File: config.mk
export PLATFORM = sky130hd
export DESIGN_NAME = fifo_uart_tx
export DESIGN_NICKNAME = d
export VERILOG_FILES = /design/src/rtl/fifo_uart_tx.sv
export SDC_FILE = /design/constraint.sdc
export NUM_CORES = 1
export LEC_CHECK = 0
export CAP_MARGIN = 15
export CELL_PAD_IN_SITES_DETAIL_PLACEMENT = 0
export CELL_PAD_IN_SITES_GLOBAL_PLACEMENT = 1
export CORE_ASPECT_RATIO = 0.8
export CORE_UTILIZATION = 30
export CTS_CLUSTER_SIZE = 10
export DETAILED_ROUTE_END_ITERATION = 8
export PLACE_DENSITY_LB_ADDON = 0.1
export SLEW_MARGIN = 30
export SYNTH_ARGS = -nofsm -noshare
export SYNTH_HDL_FRONTEND = slang
export SYNTH_SLANG_ARGS = --single-unit
File: constraint.sdc
create_clock -name clk -period 6.5 [get_ports clk]
set_clock_uncertainty 0.2 [all_clocks]
set_input_delay 1.3 -clock clk [delete_from_list [all_inputs] [get_ports clk]]
set_output_delay 1.3 -clock clk [all_outputs]
set_load 0.03 [all_outputs]
File: src/rtl/fifo_uart_tx.sv
// rtl/fifo_uart_tx.sv - FIFO read-side consumer that serializes bytes as UART frames
module fifo_uart_tx #(
   parameter int DATA_W       = 8,
   parameter int CLKS_PER_BIT = 868,
   parameter int PARITY_EN    = 0,
   parameter int STOP_BITS    = 1
) (
   input  logic              clk,
   input  logic              rst,
   input  logic              enable,
   input  logic              fifo_empty,
   input  logic [DATA_W-1:0] fifo_dout,
   output logic              fifo_rd_en,
   output logic              tx,
   output logic              tx_busy,
   output logic              tx_done,
   output logic [15:0]       bytes_sent
);

   localparam int CNT_W = $clog2(CLKS_PER_BIT);
   localparam int IDX_W = (DATA_W > 2) ? $clog2(DATA_W) : 1;
   localparam logic [CNT_W-1:0] CNT_LAST  = CNT_W'(CLKS_PER_BIT - 1);
   localparam logic [IDX_W-1:0] DATA_LAST = IDX_W'(DATA_W - 1);
   localparam logic [IDX_W-1:0] STOP_LAST = IDX_W'(STOP_BITS - 1);

   typedef enum logic [2:0] {IDLE, FETCH, START, DATA, PARITY, STOP} state_t;

   state_t            state, state_n;
   logic [CNT_W-1:0]  cnt, cnt_n;
   logic [IDX_W-1:0]  idx, idx_n;
   logic [DATA_W-1:0] shreg, shreg_n;
   logic              par, par_n;
   logic              tx_n, done_n;
   logic [15:0]       bytes_n;
   logic              bit_end;

   assign bit_end = (cnt == CNT_LAST);
   assign tx_busy = (state != IDLE);

   always_comb begin
      state_n    = state;
      cnt_n      = cnt;
      idx_n      = idx;
      shreg_n    = shreg;
      par_n      = par;
      done_n     = 1'b0;
      bytes_n    = bytes_sent;
      fifo_rd_en = 1'b0;
      case (state)
         IDLE: begin
            // Gated by rst so nothing is popped while reset is held
            if (enable && !fifo_empty) begin
               fifo_rd_en = rst;
               state_n    = FETCH;
            end
         end
         FETCH: begin
            shreg_n = fifo_dout;
            par_n   = ^fifo_dout;
            cnt_n   = '0;
            idx_n   = '0;
            state_n = START;
         end
         START: begin
            if (bit_end) begin
               cnt_n   = '0;
               state_n = DATA;
            end else begin
               cnt_n = cnt + 1'b1;
            end
         end
         DATA: begin
            if (bit_end) begin
               cnt_n = '0;
               if (idx == DATA_LAST) begin
                  idx_n   = '0;
                  state_n = (PARITY_EN != 0) ? PARITY : STOP;
               end else begin
                  idx_n   = idx + 1'b1;
                  shreg_n = shreg >> 1;
               end
            end else begin
               cnt_n = cnt + 1'b1;
            end
         end
         PARITY: begin
            if (bit_end) begin
               cnt_n   = '0;
               idx_n   = '0;
               state_n = STOP;
            end else begin
               cnt_n = cnt + 1'b1;
            end
         end
         STOP: begin
            // idx counts stop bits here so the baud counter keeps its 0..CLKS_PER_BIT-1 range
            if (bit_end) begin
               cnt_n = '0;
               if (idx == STOP_LAST) begin
                  idx_n   = '0;
                  state_n = IDLE;
                  done_n  = 1'b1;
                  bytes_n = bytes_sent + 16'd1;
               end else begin
                  idx_n = idx + 1'b1;
               end
            end else begin
               cnt_n = cnt + 1'b1;
            end
         end
         default: state_n = IDLE;
      endcase
   end

   always_comb begin
      tx_n = 1'b1;
      case (state_n)
         START:   tx_n = 1'b0;
         DATA:    tx_n = shreg_n[0];
         PARITY:  tx_n = par_n;
         default: tx_n = 1'b1;
      endcase
   end

   always_ff @(posedge clk or negedge rst) begin
      if (!rst) begin
         state      <= IDLE;
         cnt        <= '0;
         idx        <= '0;
         shreg      <= '0;
         par        <= 1'b0;
         tx         <= 1'b1;
         tx_done    <= 1'b0;
         bytes_sent <= 16'd0;
      end else begin
         state      <= state_n;
         cnt        <= cnt_n;
         idx        <= idx_n;
         shreg      <= shreg_n;
         par        <= par_n;
         tx         <= tx_n;
         tx_done    <= done_n;
         bytes_sent <= bytes_n;
      end
   end

endmodule

Word-level counts from Yosys, hierarchy flattened
Index checks and enable logic that the tools add are counted.
- memories: 0
- latch bits: 0
- input port bits: 12
- RAM bits: 0
- register bits: 43
- output and inout bits: 20
- ROM bits: 0
- $add $sub $neg: 3
- order comparisons: 0
- mux-type cells: 26
- bitwise operators: 0
- shift operators: 0
- multiply operators: 0
- divide/modulo/power cells: 0
- equality and inequality tests: 14
- reduce and logical (&&, ||, !) cells: 13
- operators by type and width (kind ; count):
    3-bit two-way mux ; 12
    10-bit one-hot mux with 2 select lines ; 1
    3-bit one-hot mux with 6 select lines ; 1
    16-bit by 1-bit adder with 16-bit output, second input constant ; 1
    8-bit two-way mux ; 2
    8-bit one-hot mux with 2 select lines ; 1
    3-bit by 2-bit equality test with 1-bit output, second input constant ; 4
    3-bit equality test, second input constant ; 4
    3-bit one-hot mux with 4 select lines ; 1
    10-bit by 1-bit adder with 10-bit output, second input constant ; 1
    10-bit equality test, second input constant ; 1
    10-bit two-way mux ; 1
    2-bit != test, second input constant ; 4
    8-bit parity ; 1
    3-bit zero test ; 2
    1-bit two-way mux ; 6
    3-bit AND reduction ; 2
    4-bit AND reduction ; 1
    2-bit nonzero test ; 2
    4-bit nonzero test ; 1
    4-bit OR reduction ; 1
    3-bit by 1-bit adder with 3-bit output, second input constant ; 1
    3-bit by 1-bit equality test with 1-bit output, second input constant ; 1
    1-bit one-hot mux with 3 select lines ; 1
    other kinds (3) ; 3

Depth between registers and ports, before layout
Gate-level depths: netlist of the first run.
- depth after elaboration: 6
- depth in mapped cells: 8

Worst setup path before layout of the first run
Ideal clock, no wire load.
- path type: input to output
- from: input fifo_empty
- to: output fifo_rd_en
- required time: 5000 ps
- arrival time: 1842 ps
- slack: 3158 ps
- stages on the path: 2
- path through: nand3b_1 -> nor2_1
- cells in the longest elaborated chain, start to end: 4
- ends and longest elaborated chain (element ; RTL line ; RTL):
    start: declaration ; 11 ; input logic fifo_empty,
    1-bit zero test ; 52 ; if (enable && !fifo_empty) begin
    1-bit logical AND ; 52 ;
    1-bit two-way mux ; 52 ;
    1-bit two-way mux ; 49 ; case (state)
    end: declaration ; 13 ; output logic fifo_rd_en,
Every way passes these cells.

Worst setup path after layout of the first run
- from: input rst
- to: output fifo_rd_en
- cells in the longest elaborated chain, start to end: 2
- ends and longest elaborated chain (element ; RTL line ; RTL):
    start: declaration ; 9 ; input logic rst,
    1-bit two-way mux ; 52 ;
    1-bit two-way mux ; 49 ;
Every way passes these cells.

==> results of run 1 <==
-- path summary, 6_finish.rpt --
check	to	slack (ns)
min reg2reg	shreg[6]	0.27
min in group asynchronous	par	0.88
max	fifo_rd_en	2.21
max in group asynchronous	cnt[9]	4.83
max reg2reg	tx	3.68
min	shreg[6]	0.27
-- layout make-up --
cell class	instances	share of cell area, %
clock buffer	6	2.98
clock inverter	2	1.26
inverter	7	0.948
multi-input combinational	171	40.5
sequential	43	38.9
tap	87	3.93
timing repair buffer	33	11.6
-- registers in the layout (all words and copies together), names as in the netlist --
| register | flops |
|---|---|
| state | 3 |
| par | 1 |
| cnt | 10 |
| shreg | 8 |
| bytes_sent | 16 |
| tx | 1 |
| tx_done | 1 |
| idx | 3 |
-- through the flow --
stage               std cells  cell area [sq um]
global placement          341               2660
floorplan                 228               2260
global route              349               2770
detailed placement        341               2660
finish                    349               2770
CTS                       349               2770
-- logic make-up (layout without fill, tap and decap cells) --
kind of cell             Yosys count  in the layout  synth area share (%)
XOR/XNOR                          26             26                  10.1
multiplexers                       2              2                 0.941
adder cells (fa/ha/maj)            5              5                  2.77
AO/OA/AOI/OAI                     41             41                  11.8
flip-flops                        43             43                  47.6
AND/OR/NAND/NOR                   97             97                  24.1
buffers and inverters             14             48                  2.71
-- layer usage --
layer / up-vias / wire length, microns / track usage [%]
met5: - / 0 / 0
met4: 0 / 38 / 3.24
met3: 5 / 108 / 3.24
met2: 14 / 1920 / 19.3
met1: 799 / 2680 / 20.6
li1: 871 / - / -
-- critical path: stages --
cell and delay (ns):
buf_2 0.08, buf_4 0.46, nand3b_1 0.14, nor2_1 0.12, clkdlybuf4s50_1 0.67
-- where the power goes --
| group | internal (uW) | switching (uW) |
|---|---|---|
| Sequential | 319 | 48.2 |
| Combinational | 70.0 | 75.1 |
| Clock | 124 | 91.5 |
-- cells in the final DEF, fill, tap and decap left out, types with 3 or more instances in the layout --
cell	instances
clkbuf_8	6
nor2b_1	4
dfrtp_1	42
xnor2_1	22
clkdlybuf4s50_1	30
o21ai_0	18
ha_1	5
nor3_1	3
xor2_1	4
a21oi_1	3
nand3_1	12
inv_1	7
a22oi_1	6
o41ai_1	3
nor3_4	4
nand2_1	34
nor2_1	11
o31ai_1	3
and3_1	7
nand4_1	4
==> results.ini, run 1 <==
[run_status]
status=finished clean

[floorplanning]
fp-row-count=27
dieWidth_microns=99.1
die_h_microns=79.6
start_util_pct=31.9
dieArea_sq_um=7890
core_sq_um=7090
ios=32

[setup_path]
criticalPathCategory=in -> out
cp.arrival_ns=2.79
rr_startpoint=cnt[0]
crit_path_end_kind=output port
critical_path.max_fanout=44
critPathRequiredTime_ns=5.00
start_kind=input port
reg2regPathDepth=6
critPathLaunch=rst

[drt]
route.detailed.wl_per_inst_microns=13.6
drt-vias-per-instance=4.84
firstDrtPassIters=4
drc=0
drt-initial-drc-count=90
vias=1689
ant_nets=0
drt_wl_total_microns=4750

[yosys]
ys.flop_type=dfrtp_1
syn_avg_cell_area_sq_um=9.92
synth_most_common_cell=dfrtp_1
async_flop_share_pct=100
synth_warnings=0
synth_edf_count=0
synth.distinct_cells=46
yosysTopAreaCell=dfrtp_1
synth_commonest_cells=42 x dfrtp_1, 34 x nand2_1, 22 x xnor2_1
syn_nets=245
synth_cells=228
syn_area_sq_um=2260
synth.area.top_cells=dfrtp_1 46%, xnor2_1 8.5%, nand2_1 5.6%
yosysTopAreaCellShare_pct=46.5
yosysSeqAreaShare_pct=47.6
ys_seq_elements=43

[final_layout]
drive_gt1_share_pct=8.02
nNetsFinal=278
synthToLayoutAreaGrowth_pct=22.6
final_util_pct=39.1
seq_area_sq_um=1080
num-fill-cells=705
n_antenna_cell=0
multi_input_area_sq_um=1120

[clock_network]
cts.sinks=43
cts_tree=built
post-cts-setup-buffers=0
clkTransAtPathRegs_ns=0.08
clock_path_buffers=2
numCtsBuffers=5
root_buffer=clkbuf_8
cts_hold_buf=0
htree_num_levels=2
cts_resized=0
clock_latency_ns=0.29

[grt]
grt_max_degree=45
grt_usage_pct=13.6
grt-ovfl-total=0
grt_pass1_wl_microns=8530
antenna_found_initial=0
grt_pass1_vias=1727

[flow_run]
cap_viol_max_count=0

[timing]
tightestPinTransition_ns=0.570
whs_ns=0.273
rsz0062_at_grt=false
slew_headroom_pct=62.0
hold_viol_final=0
tns_ns=0
post-route-worst-setup-slack_ns=2.21
fin_crit_ns=4.29
maxSlewViolCount=0
finalSetupViolCount=0
finalCritPeriodShare_pct=66.0
fmax_ghz=0.233

[power_and_ir_drop]
powerDensity_nw_per_um2=263
p_leak_uw=0.00120
p_total_uw=729
vdd_drop_max_mv=0.114

[placement]
gp_congestion=0.703
dp_hpwl_microns=3370
portBuffers=31
place_ws_ns=2.15

[min_path]
min_path_cells=2
worstHoldStart=shreg[6]
hold_path.class=reg -> reg

Power figures use the tool's default switching activity.
==> run 2: changes to the inputs <==
- clock period: 6.5 -> 4.3 ns (I/O delays scaled with it)
==> run 2 against run 1 <==
Combinational power grew 51%. Final cell count is the same. Sequential share of layout area is the same. First-iteration DRC count shrank 36%. Sequential power grew 52%. Largest cell class unchanged. Largest power group unchanged. Highest routed layer unchanged.
==> results.ini, run 2 (synthesis gave the netlist of run 1 again) <==
[timing]
fin_crit_ns=3.25
post-route-worst-setup-slack_ns=1.05
fmax_ghz=0.308
finalCritPeriodShare_pct=75.5
tightestPinTransition_ns=0.566
rsz0062_at_grt=false
slew_headroom_pct=62.3
hold_viol_final=0
maxSlewViolCount=0
finalSetupViolCount=0
tns_ns=0

[drt]
drt-initial-drc-count=58
drc=0
vias=1718
route.detailed.wl_per_inst_microns=14.0
top_layer=met4
met2_length_microns=1930
wl_met1_microns=2790
routed-wl-met3_microns=99
firstDrtPassIters=4
drt_wl_total_microns=4870
drt-vias-per-instance=4.92
ant_nets=0

[power_and_ir_drop]
p_leak_uw=0.00120
clockPowerShare_pct=30.2
netSwitchingFraction_pct=30.3
p_comb_share_pct=19.7
vdd_drop_max_mv=0.218
power.internal_uw=777
pwr-share-seq_pct=50.2
switching_power_uw=337
powerDensity_nw_per_um2=402

[clock_network]
clock_path_buffers=2
cts_resized=0
clock_latency_ns=0.30
htree_num_levels=2
root_buffer=clkbuf_8
cts.sinks=43
numCtsBuffers=5
clkTransAtPathRegs_ns=0.08
cts_hold_buf=0
cts_tree=built
post-cts-setup-buffers=0

[placement]
dp_hpwl_microns=3380
portBuffers=31
place_ws_ns=1.04
gp_congestion=0.731

[grt]
grt_max_degree=44
grt-ovfl-total=0
grt_pass1_vias=1691
grt_pass1_wl_microns=8740
antenna_found_initial=0
grt_usage_pct=14.1

[setup_path]
path_common_cell=clkdlybuf4s50_1
crit_path_end_kind=output port
critPathSlowestCell=clkdlybuf4s50_1
start_kind=input port
criticalPathCategory=in -> out
crit_buf_inv=2
slowest_delay_ns=0.67
worstPathCellList=clkdlybuf4s50_1 > nand3b_1 > nor2_1 > clkdlybuf4s50_1
critPathRequiredTime_ns=3.24
critical_path.max_fanout=2
cp.arrival_ns=2.19
worst_path_dominant_cell_family=buffers and inverters

[floorplanning]
ios=32
core_sq_um=7090
start_util_pct=31.9
die_h_microns=79.6
dieArea_sq_um=7890
fp-row-count=27
dieWidth_microns=99.1

[final_layout]
synthToLayoutAreaGrowth_pct=22.6
largest_register_ffs=16
final_cell_mix=42 x dfrtp_1, 34 x nand2_1, 30 x clkdlybuf4s50_1
n_antenna_cell=0
drive_gt1_share_pct=8.02
final_util_pct=39.1
nNetsFinal=278
final_common_cell=dfrtp_1
reg.largest.list=bytes_sent (16), cnt (10), shreg (8)
regMostFlops=bytes_sent

[run_status]
status=finished clean

[flow_run]
cap_viol_max_count=0

[min_path]
hold_path.class=reg -> reg

run 2: stage by stage:
| step | hold WS, ns | power [uW] | std cells | instance area (sq um) |
|---|---|---|---|---|
| 2_1_floorplan | 0.239 | 710 | 228 | 2260 |
| 3_3_place_gp | 0.255 | 789 | 341 | 2660 |
| 3_5_place_dp | 0.257 | 786 | 341 | 2660 |
| 4_1_cts | 0.277 | 1130 | 349 | 2770 |
| 5_1_grt | 0.286 | 1190 | 349 | 2770 |
| 6_report | 0.275 | 1110 | 349 | 2770 |
run 2: power by group through the flow:
stage	combinational [uW]	sequential [uW]	clock, uW
finish	219	559	336
global route	253	571	364
CTS	222	557	346
detailed placement	221	564	0
global placement	223	566	0
floorplan	165	545	0
run 2: path summary, 6_finish.rpt:
kind                                 start          to  slack (ns)  cells after the start
min in group asynchronous              rst    shreg[2]        0.47                      2
worst max register to register      cnt[1]          tx        1.47                      6
worst min register to register    shreg[5]    shreg[5]        0.27                      2
worst max-delay path            fifo_empty  fifo_rd_en        1.05                      4
max in group asynchronous              rst      cnt[4]        3.04                      2
worst min-delay path              shreg[5]    shreg[5]        0.27                      2
run 2: worst reg2reg max path: stages (launching register included):
cell       delay (ns)
dfrtp_1          0.42
ha_1             0.23
or4b_1           0.61
or3_4            0.55
a211oi_1         0.45
a2111oi_1        0.16
a21oi_1          0.15
run 2: cell type report:
type / count / area, sq um
inverter: 7 / 26.3
sequential: 43 / 1080
timing repair buffer: 33 / 320
clock inverter: 2 / 35.0
fill: 701 / 4320
tap: 87 / 109
clock buffer: 6 / 82.6
multi-input combinational: 171 / 1120
run 2: per-layer routing:
metal  up-vias  track usage [%]
met5         -                0
met1       821             21.9
met4         0             3.53
li1        870                -
met2        20             19.2
met3         7             3.15
==> run 3: changes to the inputs <==
- clock period: 4.3 -> 3.08 ns (I/O delays scaled with it)
==> run 3 against run 2 <==
Worst setup slack got worse by 0.67 ns. Combinational power grew 53%. Wire length grew 3.7%. Global-route usage up 0.61 points. Final cell count up 0.86%. Sequential power grew 36%. Clock-buffer cell count up 2. Power is 30% higher. Critical path depth is 2 higher. Sequential cell count is the same. Die area is the same. Final area is 0.63% lower. Critical path type is now reg -> reg. Largest power group unchanged.
==> results.ini, run 3 (synthesis gave the netlist of run 1 again) <==
[timing]
slew_headroom_pct=61.5
fmax_ghz=0.371
whs_ns=0.250
maxSlewViolCount=0
finalSetupViolCount=0
fin_crit_ns=2.70
hold_viol_final=0
rsz0062_at_grt=false
finalCritPeriodShare_pct=87.6
tns_ns=0
tightestPinTransition_ns=0.577

[setup_path]
critPathSlowestCell=or4b_1
criticalPathCategory=reg -> reg
critical_path.max_fanout=11
rr_startpoint=cnt[0]
r2r-end=tx
start_kind=flop
cp.arrival_ns=2.72
worst_path_dominant_cell_family=simple AND/OR/NAND/NOR gates
critPathRequiredTime_ns=3.10
crit_path_end_kind=flop
crit_buf_inv=0
worstPathCellList=ha_1 > or4b_1 > or3_4 > a211oi_1 > a2111oi_1 > a21oi_1
slowest_delay_ns=0.59
rrSetupSlack_ns=0.38
reg2regPathDepth=6

[drt]
ant_nets=0
vias=1744
drc=0
drt-vias-per-instance=4.95
drt-initial-drc-count=76
drt_wl_total_microns=5050
route.detailed.wl_per_inst_microns=14.4
firstDrtPassIters=4

[clock_network]
root_buffer=clkbuf_8
cts_tree=built
cts.sinks=43
cts_hold_buf=0
htree_num_levels=2
clkTransAtPathRegs_ns=0.08
numCtsBuffers=5
cts_resized=0
clock_latency_ns=0.29
post-cts-setup-buffers=0
clock_path_buffers=2

[final_layout]
final_common_cell=dfrtp_1
largest_register_ffs=16
fin_cells=352
drive_gt1_share_pct=8.30
final_cell_mix=42 x dfrtp_1, 34 x nand2_1, 29 x clkdlybuf4s50_1
n_antenna_cell=0
regMostFlops=bytes_sent
synthToLayoutAreaGrowth_pct=21.9
num-fill-cells=712
nNetsFinal=281
reg.largest.list=bytes_sent (16), cnt (10), shreg (8)

[flow_run]
cap_viol_max_count=0

[placement]
portBuffers=31
gp_congestion=0.731
dp_hpwl_microns=3600
dpl.cell_count=344

[power_and_ir_drop]
p_leak_uw=0.00119
clockPowerShare_pct=24.1
netSwitchingFraction_pct=31.5
vdd_drop_max_mv=0.272
powerDensity_nw_per_um2=525
switching_power_uw=455
p_comb_share_pct=23.2
p_total_uw=1450
power.internal_uw=991
pwr-share-seq_pct=52.7

[grt]
antenna_found_initial=0
grt_pass1_wl_microns=9000
grt_usage_pct=14.7
grt_max_degree=44
grt-ovfl-total=0
grt_pass1_vias=1717

[floorplanning]
core_sq_um=7090
fp-row-count=27
dieWidth_microns=99.1
dieArea_sq_um=7890
die_h_microns=79.6
start_util_pct=31.9
ios=32

[min_path]
hold_path.class=in -> async

[run_status]
status=finished clean

[run 3: cell count changes in the layout (fill, tap and decap cells not counted)]
cell,previous run,this run
bufinv_16,1,0
clkinv_2,1,0
buf_4,2,6
clkdlybuf4s50_1,30,29
clkbuf_8,6,5
clkbuf_1,0,3
[run 3: worst max-delay path by stage]
stage	to	slack [ns]	cells past startpoint	startpoint
floorplan	bytes_sent[15]	0.59	8	cnt[0]
global placement	idx[2]	0.39	6	cnt[0]
detailed placement	tx	0.40	6	cnt[0]
CTS	tx	0.39	6	cnt[0]
global route	tx	0.16	6	cnt[0]
finish	tx	0.38	6	cnt[0]
[run 3: worst reg2reg max path: stages, from the launching register on]
cell and delay [ns]:
dfrtp_1 0.41, ha_1 0.22, or4b_1 0.60, or3_4 0.54, a211oi_1 0.37, a2111oi_1 0.15, a21oi_1 0.15
[run 3: final cells by class]
type	instances	area (sq um)	share of cell area, %
multi-input combinational	171	1120	40.7
sequential	43	1080	39.1
tap	87	109	3.95
clock buffer	8	80.1	2.91
timing repair buffer	36	340	12.4
inverter	7	26.3	0.954
[run 3: per-layer routing]
metal  wire length [microns]  up-vias  global-route usage, %  part of all wire [%]
li1                        -      877                      -                     -
met3                     154        2                   3.15                   3.0
met1                    2900      830                   23.3                    57
met2                    1980       35                   19.9                    39
met5                       0        -                      0                     0
met4                      24        0                   3.09                  0.47
[run 3: power by group through the flow]
stage	clock [uW]	sequential [uW]	combinational (uW)
after floorplan	0	761	230
after global placement	0	772	336
after detailed placement	0	772	337
after CTS	365	761	339
after global routing	394	781	390
final	349	762	335
[run 3: metrics by stage]
stage                     worst slack, ns  instance area [sq um]  util [%]
after global routing                0.158                   2760      38.8
after CTS                           0.391                   2760      38.8
after floorplan                     0.590                   2260         -
after detailed placement            0.400                   2680      37.7
final                               0.383                   2760      38.8
after global placement              0.388                   2680      37.7
